**config.mk**
```make
export PLATFORM = sky130hd
export DESIGN_NAME = mips_ctrl_fsm_flat
export DESIGN_NICKNAME = d
export VERILOG_FILES = /design/src/rtl/mips_ctrl_if.sv /design/src/rtl/mips_ctrl_fsm.sv /design/src/flat_wrapper.sv
export SDC_FILE = /design/constraint.sdc
export NUM_CORES = 1
export LEC_CHECK = 0
export CORE_MARGIN = 10
export CORE_UTILIZATION = 42
export DETAILED_ROUTE_END_ITERATION = 6
export PLACE_DENSITY = 0.77
export SLEW_MARGIN = 20
export SYNTH_ARGS = -nofsm -noshare
export SYNTH_HDL_FRONTEND = slang
export SYNTH_SLANG_ARGS = --single-unit
```
**constraint.sdc**
```tcl
create_clock -name clk -period 2.7 [get_ports clk]
set_clock_uncertainty 0.15 [all_clocks]
set_input_delay 0.27 -clock clk [delete_from_list [all_inputs] [get_ports clk]]
set_output_delay 0.27 -clock clk [all_outputs]
set_load 0.005 [all_outputs]
```
**src/rtl/mips_ctrl_if.sv**
```systemverilog
// Control bundle between the multi-cycle sequencer and the MIPS datapath.
// The sequencer uses the master side; the datapath (or a bench) uses the slave side.
interface mips_ctrl_if;
    logic [31:0] Instruction;
    logic        mem_stall;
    logic        RegDst;
    logic        RegWr;
    logic [1:0]  ExtOp;
    logic [1:0]  nPC_sel;
    logic [3:0]  ALUctr;
    logic        MemtoReg;
    logic        MemWr;
    logic        ALUSrc;
    logic        j_sel;
    logic [1:0]  move;
    logic        pc_wr;
    logic        halted;
    logic [31:0] instr_count;

    modport master (
        input  Instruction, mem_stall,
        output RegDst, RegWr, ExtOp, nPC_sel, ALUctr, MemtoReg, MemWr,
               ALUSrc, j_sel, move, pc_wr, halted, instr_count
    );

    modport slave (
        output Instruction, mem_stall,
        input  RegDst, RegWr, ExtOp, nPC_sel, ALUctr, MemtoReg, MemWr,
               ALUSrc, j_sel, move, pc_wr, halted, instr_count
    );
endinterface

```
**src/rtl/mips_ctrl_fsm.sv**
```systemverilog
// Multi-cycle MIPS control sequencer: latches the instruction, decodes it and
// drives datapath controls phase by phase, with memory stall, illegal-op halt and retire counter.
//
//   state  | meaning
//   FETCH  | latch Instruction into ir, all outputs 0
//   DECODE | classify ir; illegal goes to HALT
//   EXEC   | ALU phase; branches/jumps retire here
//   MEM    | data memory access, held while mem_stall
//   WB     | register write, retire
//   HALT   | illegal opcode trapped, left only by rst
module mips_ctrl_fsm (
    input  logic       clk,
    input  logic       rst,
    mips_ctrl_if.master bus
);

    localparam logic [2:0] S_FETCH  = 3'd0;
    localparam logic [2:0] S_DECODE = 3'd1;
    localparam logic [2:0] S_EXEC   = 3'd2;
    localparam logic [2:0] S_MEM    = 3'd3;
    localparam logic [2:0] S_WB     = 3'd4;
    localparam logic [2:0] S_HALT   = 3'd5;

    localparam logic [1:0] C_ALU   = 2'd0;
    localparam logic [1:0] C_LOAD  = 2'd1;
    localparam logic [1:0] C_STORE = 2'd2;
    localparam logic [1:0] C_BR    = 2'd3;

    localparam logic [3:0] ALU_ADD = 4'b0000;
    localparam logic [3:0] ALU_SUB = 4'b0001;
    localparam logic [3:0] ALU_AND = 4'b0010;
    localparam logic [3:0] ALU_OR  = 4'b0011;
    localparam logic [3:0] ALU_SLT = 4'b0100;
    localparam logic [3:0] ALU_SLL = 4'b0101;

    logic [2:0]  state, state_nx;
    logic [31:0] ir;
    logic [31:0] count;
    logic [5:0]  op, funct;

    logic        legal;
    logic [1:0]  cls;
    logic        d_regdst, d_memtoreg, d_alusrc, d_jsel;
    logic [1:0]  d_extop, d_npc, d_move;
    logic [3:0]  d_alu;

    logic        active;
    logic        pc_wr_i;
    logic        unused_ir_bits;

    assign op             = ir[31:26];
    assign funct          = ir[5:0];
    assign unused_ir_bits = ^ir[25:6];

    always_comb begin
        legal      = 1'b0;
        cls        = C_ALU;
        d_regdst   = 1'b0;
        d_memtoreg = 1'b0;
        d_alusrc   = 1'b0;
        d_jsel     = 1'b0;
        d_extop    = 2'b00;
        d_npc      = 2'b00;
        d_move     = 2'b00;
        d_alu      = ALU_ADD;
        case (op)
            6'b000000: begin
                d_regdst = 1'b1;
                legal    = 1'b1;
                case (funct)
                    6'b100001: d_alu = ALU_ADD;
                    6'b100011: d_alu = ALU_SUB;
                    6'b100100: d_alu = ALU_AND;
                    6'b100101: d_alu = ALU_OR;
                    6'b101010: d_alu = ALU_SLT;
                    6'b000000: begin
                        d_alu  = ALU_SLL;
                        d_move = 2'b01;
                    end
                    default:   legal = 1'b0;
                endcase
            end
            6'b001101: begin
                legal = 1'b1; d_alu = ALU_OR;  d_extop = 2'b00; d_alusrc = 1'b1;
            end
            6'b001001: begin
                legal = 1'b1; d_alu = ALU_ADD; d_extop = 2'b01; d_alusrc = 1'b1;
            end
            6'b001111: begin
                legal = 1'b1; d_alu = ALU_OR;  d_extop = 2'b10; d_alusrc = 1'b1;
            end
            6'b100011: begin
                legal = 1'b1; cls = C_LOAD;  d_alu = ALU_ADD; d_extop = 2'b01;
                d_alusrc = 1'b1; d_memtoreg = 1'b1;
            end
            6'b101011: begin
                legal = 1'b1; cls = C_STORE; d_alu = ALU_ADD; d_extop = 2'b01;
                d_alusrc = 1'b1;
            end
            6'b000100: begin
                legal = 1'b1; cls = C_BR; d_alu = ALU_SUB; d_npc = 2'b01;
            end
            6'b000101: begin
                legal = 1'b1; cls = C_BR; d_alu = ALU_SUB; d_npc = 2'b10;
            end
            6'b000010: begin
                legal = 1'b1; cls = C_BR; d_jsel = 1'b1;
            end
            default: legal = 1'b0;
        endcase
    end

    always_comb begin
        state_nx = state;
        case (state)
            S_FETCH:  state_nx = S_DECODE;
            S_DECODE: state_nx = legal ? S_EXEC : S_HALT;
            S_EXEC: begin
                case (cls)
                    C_LOAD, C_STORE: state_nx = S_MEM;
                    C_BR:            state_nx = S_FETCH;
                    default:         state_nx = S_WB;
                endcase
            end
            S_MEM: begin
                if (!bus.mem_stall)
                    state_nx = (cls == C_STORE) ? S_FETCH : S_WB;
            end
            S_WB:     state_nx = S_FETCH;
            S_HALT:   state_nx = S_HALT;
            default:  state_nx = S_FETCH;
        endcase
    end

    always_ff @(posedge clk) begin
        if (rst) begin
            state <= S_FETCH;
            ir    <= 32'd0;
            count <= 32'd0;
        end else begin
            state <= state_nx;
            if (state == S_FETCH)
                ir <= bus.Instruction;
            if (pc_wr_i)
                count <= count + 32'd1;
        end
    end

    // Decoded controls are held from DECODE until the instruction retires;
    // everything is gated off while rst is high so a reset never commits a write.
    assign active = !rst && (state == S_DECODE || state == S_EXEC ||
                             state == S_MEM    || state == S_WB);

    assign pc_wr_i = !rst && ((state == S_WB) ||
                              (state == S_EXEC && cls == C_BR) ||
                              (state == S_MEM && cls == C_STORE && !bus.mem_stall));

    assign bus.RegDst      = active & d_regdst;
    assign bus.ExtOp       = active ? d_extop : 2'b00;
    assign bus.nPC_sel     = active ? d_npc   : 2'b00;
    assign bus.ALUctr      = active ? d_alu   : 4'b0000;
    assign bus.MemtoReg    = active & d_memtoreg;
    assign bus.ALUSrc      = active & d_alusrc;
    assign bus.j_sel       = active & d_jsel;
    assign bus.move        = active ? d_move  : 2'b00;
    assign bus.RegWr       = !rst && (state == S_WB);
    assign bus.MemWr       = !rst && (state == S_MEM) && (cls == C_STORE);
    assign bus.pc_wr       = pc_wr_i;
    assign bus.halted      = !rst && (state == S_HALT);
    assign bus.instr_count = count;

endmodule

```
**src/flat_wrapper.sv**
```systemverilog
// flat-port wrapper written by rule: the top's interface ports become plain ports
module mips_ctrl_fsm_flat 
  (clk, rst, bus_Instruction, bus_mem_stall, bus_RegDst, bus_RegWr, bus_ExtOp, bus_nPC_sel, bus_ALUctr, bus_MemtoReg, bus_MemWr, bus_ALUSrc, bus_j_sel, bus_move, bus_pc_wr, bus_halted, bus_instr_count);
  mips_ctrl_if bus_i ();
  input  logic clk;
  input  logic rst;
  input wire logic [$bits(bus_i.Instruction)-1:0] bus_Instruction;
  input wire logic [$bits(bus_i.mem_stall)-1:0] bus_mem_stall;
  output wire logic [$bits(bus_i.RegDst)-1:0] bus_RegDst;
  output wire logic [$bits(bus_i.RegWr)-1:0] bus_RegWr;
  output wire logic [$bits(bus_i.ExtOp)-1:0] bus_ExtOp;
  output wire logic [$bits(bus_i.nPC_sel)-1:0] bus_nPC_sel;
  output wire logic [$bits(bus_i.ALUctr)-1:0] bus_ALUctr;
  output wire logic [$bits(bus_i.MemtoReg)-1:0] bus_MemtoReg;
  output wire logic [$bits(bus_i.MemWr)-1:0] bus_MemWr;
  output wire logic [$bits(bus_i.ALUSrc)-1:0] bus_ALUSrc;
  output wire logic [$bits(bus_i.j_sel)-1:0] bus_j_sel;
  output wire logic [$bits(bus_i.move)-1:0] bus_move;
  output wire logic [$bits(bus_i.pc_wr)-1:0] bus_pc_wr;
  output wire logic [$bits(bus_i.halted)-1:0] bus_halted;
  output wire logic [$bits(bus_i.instr_count)-1:0] bus_instr_count;
  assign bus_i.Instruction = bus_Instruction;
  assign bus_i.mem_stall = bus_mem_stall;
  assign bus_RegDst = bus_i.RegDst;
  assign bus_RegWr = bus_i.RegWr;
  assign bus_ExtOp = bus_i.ExtOp;
  assign bus_nPC_sel = bus_i.nPC_sel;
  assign bus_ALUctr = bus_i.ALUctr;
  assign bus_MemtoReg = bus_i.MemtoReg;
  assign bus_MemWr = bus_i.MemWr;
  assign bus_ALUSrc = bus_i.ALUSrc;
  assign bus_j_sel = bus_i.j_sel;
  assign bus_move = bus_i.move;
  assign bus_pc_wr = bus_i.pc_wr;
  assign bus_halted = bus_i.halted;
  assign bus_instr_count = bus_i.instr_count;
  mips_ctrl_fsm u_core (.clk(clk), .rst(rst), .bus(bus_i));
endmodule
```
==> reports/metrics.yaml <==
route:
  dr.pass1.iters: 4
  drt_iter0_markers: 78
  via_per_inst: 5.33
  wl_per_cell_um: 14.7
  vias: 2525
  wl_um: 6950
  drc: 0
  ant_nets: 0
yosys:
  synth-edff-count: 0
  synth.area.top_cells: "dfxtp_1 36%, xor2_1 10%, nor2_1 7.6%"
  yosys.area.top_type_share_pct: 35.9
  synth_area_um2: 2620
  avgSynthCellArea_um2: 7.97
  synth_top_cell_by_area: "dfxtp_1"
  ys.flop_type: "dfxtp_1"
  syn_inst: 329
  ys_seq_area_share_pct: 35.9
  post_synth_num_cell_types: 46
  ys_ff_latch: 47
  async_flop_share_pct: 0
  yosys_warnings: 0
power_and_ir_drop:
  swShare_pct: 37.2
  switchingPower_mw: 0.845
  internal-power_mw: 1.43
  power.density_nw_per_um2: 635
  pwr-share-clk_pct: 17.5
  comb_power_share_pct: 43.6
  pwr-share-seq_pct: 39.0
  finalPower_mw: 2.27
  peakVddDrop_uv: 317
  p_leak_nw: 1.42
clock_tree:
  clock_sinks: 47
  cts_tree: "built"
  cts_buffers: 5
  ctsHoldBuffers: 0
  root_buffer: "clkbuf_8"
  cts.clk_slew.worst_paths_ps: 80
  clock_path_buffers: 2
  clk_latency_ps: 290
  cts_max_level: 2
die:
  dieWidth_um: 99.0
  die_h_um: 99.0
  die_area_um2: 9800
  core_um2: 5990
  pin_count: 85
  start_util_pct: 43.8
  rows: 28
worst_setup_path:
  worstSetupEndpointType: "output port"
  r2r_start: "u_core.ir[28]$_SDFFE_PP0N_"
  r2r-end: "u_core.bus.instr_count[27]$_SDFFE_PP0P_"
  crit_path_cell_trace: "nand2b_4, o21a_1, or3_1, a21oi_2, ha_2, nand3b_1, a311oi_4, nor2b_4, buf_2"
  crit_arrival_ps: 2440
  path_class: "reg -> out"
  cp-start-kind: "flop"
  crit_family: "simple AND/OR/NAND/NOR gates"
  crit_path_max_fanout: 4
  slowest_stage: "or3_1"
  cp.depth: 9
  r2r_slack_ps: -140
  worst-r2r-cell-count: 12
  crit_start: "u_core.ir[28]$_SDFFE_PP0N_"
  critical-path-max-stage-delay_ps: 360
  crit_required_ps: 2280
  critPathBufInv: 1
timing:
  fin_ws_ps: -156
  setup_viol: 32
  setup_tns_ps: -2830
  hold_slack_ps: 64.6
  fin_crit_sh_pct: 106
  finalHoldViolCount: 0
  grt_setup_unrepaired: "true"
  slew_viol_final: 0
  slew_headroom_pct: 61.3
  period_needed_ps: 2860
  fmax_mhz: 350
  worstMarginPinSlew_ps: 576
global_routing:
  grt_start_max_net_pins: 49
  grt_overflow: 0
  grt_first_pass_wirelength_um: 11400
  grt_pass1_vias: 2341
  grt.total_usage_pct: 13.5
  antenna_found_initial: 0
worst_hold_path:
  min-delay-start: "rst"
  holdCritPathClass: "in -> reg"
  hold_depth: 2
  hold_end: "u_core.ir[31]$_SDFFE_PP0N_"
cells_and_area:
  syn_to_final_growth_pct: 36.5
  final_util_pct: 59.7
  finalNonFillerCells: 474
  design_area_um2: 3580
  nets: 439
  fill_cells: 557
  antenna_cells: 0
  layout-drive-gt1-share_pct: 14.5
placed_design:
  dp_hpwl_um: 4900
  place_area_um2: 3370
  port_buffers: 62
  post-place-cells: 463
  pre_cts_ws_ps: -265
  gp_congestion: 0.815
run_status:
  violations: "negative setup slack"
  status: "complete, but fails checks"
flow_run:
  drv_cap: 0
## worst max path at each step
stage,end,slack [ps]
3_3_place_gp,bus_pc_wr,-190
2_1_floorplan,u_core.bus.instr_count[25]$_SDFFE_PP0P_,-6
6_report,bus_pc_wr,-160
5_1_grt,u_core.bus.instr_count[25]$_SDFFE_PP0P_,-260
4_1_cts,bus_pc_wr,-180
3_5_place_dp,bus_pc_wr,-270
## registers in the layout, indices dropped and copies added (netlist names)
register and count:
u_core.bus.instr_count 32, u_core.state 3, u_core.ir 12
## layout make-up
class / instances / area, um^2 / share of cell area [%]
clock buffers: 5 / 68.8 / 1.92
repair buffers: 85 / 825 / 23.0
well taps: 75 / 93.8 / 2.62
flip-flops and latches: 47 / 950 / 26.5
multi-input cells: 253 / 1600 / 44.8
clock inverters: 1 / 7.51 / 0.210
inverters: 8 / 30.0 / 0.839
## timing repair
| action | 4_1_cts | 5_1_grt |
|---|---|---|
| pin swaps | 4 | 1 |
| gates resized for setup | 18 | 10 |
| cloned | 1 | 0 |
| setup endpoints to repair | 40 | 46 |
| buffers inserted | 3 | 1 |
## synth_stat cells (3+ instances only)
cell      number
nor3b_1        5
nor2_1        53
nand4_1       19
nor4_1         6
buf_6          4
and3_1         5
xor2_1        31
o21ai_0        4
nand3b_1       4
dfxtp_1       47
a21oi_1       21
ha_1           4
nand3_1       20
and2_1         3
inv_1          8
nor3_1         7
nand2_1       38
clkbuf_1      14
## routing by layer
metal  wire [um]  part of all wire, %  track usage, %
met1        3130                   45            16.6
met2        3330                   48            22.1
met3         442                  6.4            5.10
met4          44                 0.63            2.43
met5           0                    0               0
## power groups by stage
stage | clock network (mW) | logic (mW) | registers [mW]
after floorplan | 0 | 0.656 | 0.831
after global placement | 0 | 0.846 | 0.884
after detailed placement | 0 | 0.859 | 0.890
after CTS | 0.410 | 0.965 | 0.879
after global routing | 0.445 | 1.08 | 0.903
final | 0.397 | 0.990 | 0.886
## placed cells by master, fill, tap and decap left out, types with 8 or more instances in the layout
cell,netlist,layout
nand2_1,38,38
buf_4,2,21
xor2_1,31,31
nand4_1,19,19
dfxtp_1,47,42
nand3_1,20,20
a21oi_1,21,20
inv_1,8,8
nor2_1,53,52
clkdlybuf4s50_1,0,55
## cells by family (layout without fill, tap and decap cells)
logic type	after synthesis	after routing	share of synthesized area, %
buffers and inverters	30	99	6.15
flip-flops	47	47	35.9
AO/OA/AOI/OAI	38	38	10.0
other	1	2	0.143
multiplexers	1	1	0.382
AND/OR/NAND/NOR	176	176	34.8
adder cells (fa/ha/maj)	4	4	1.91
XOR/XNOR	32	32	10.7
Power figures use the tool's default switching activity.
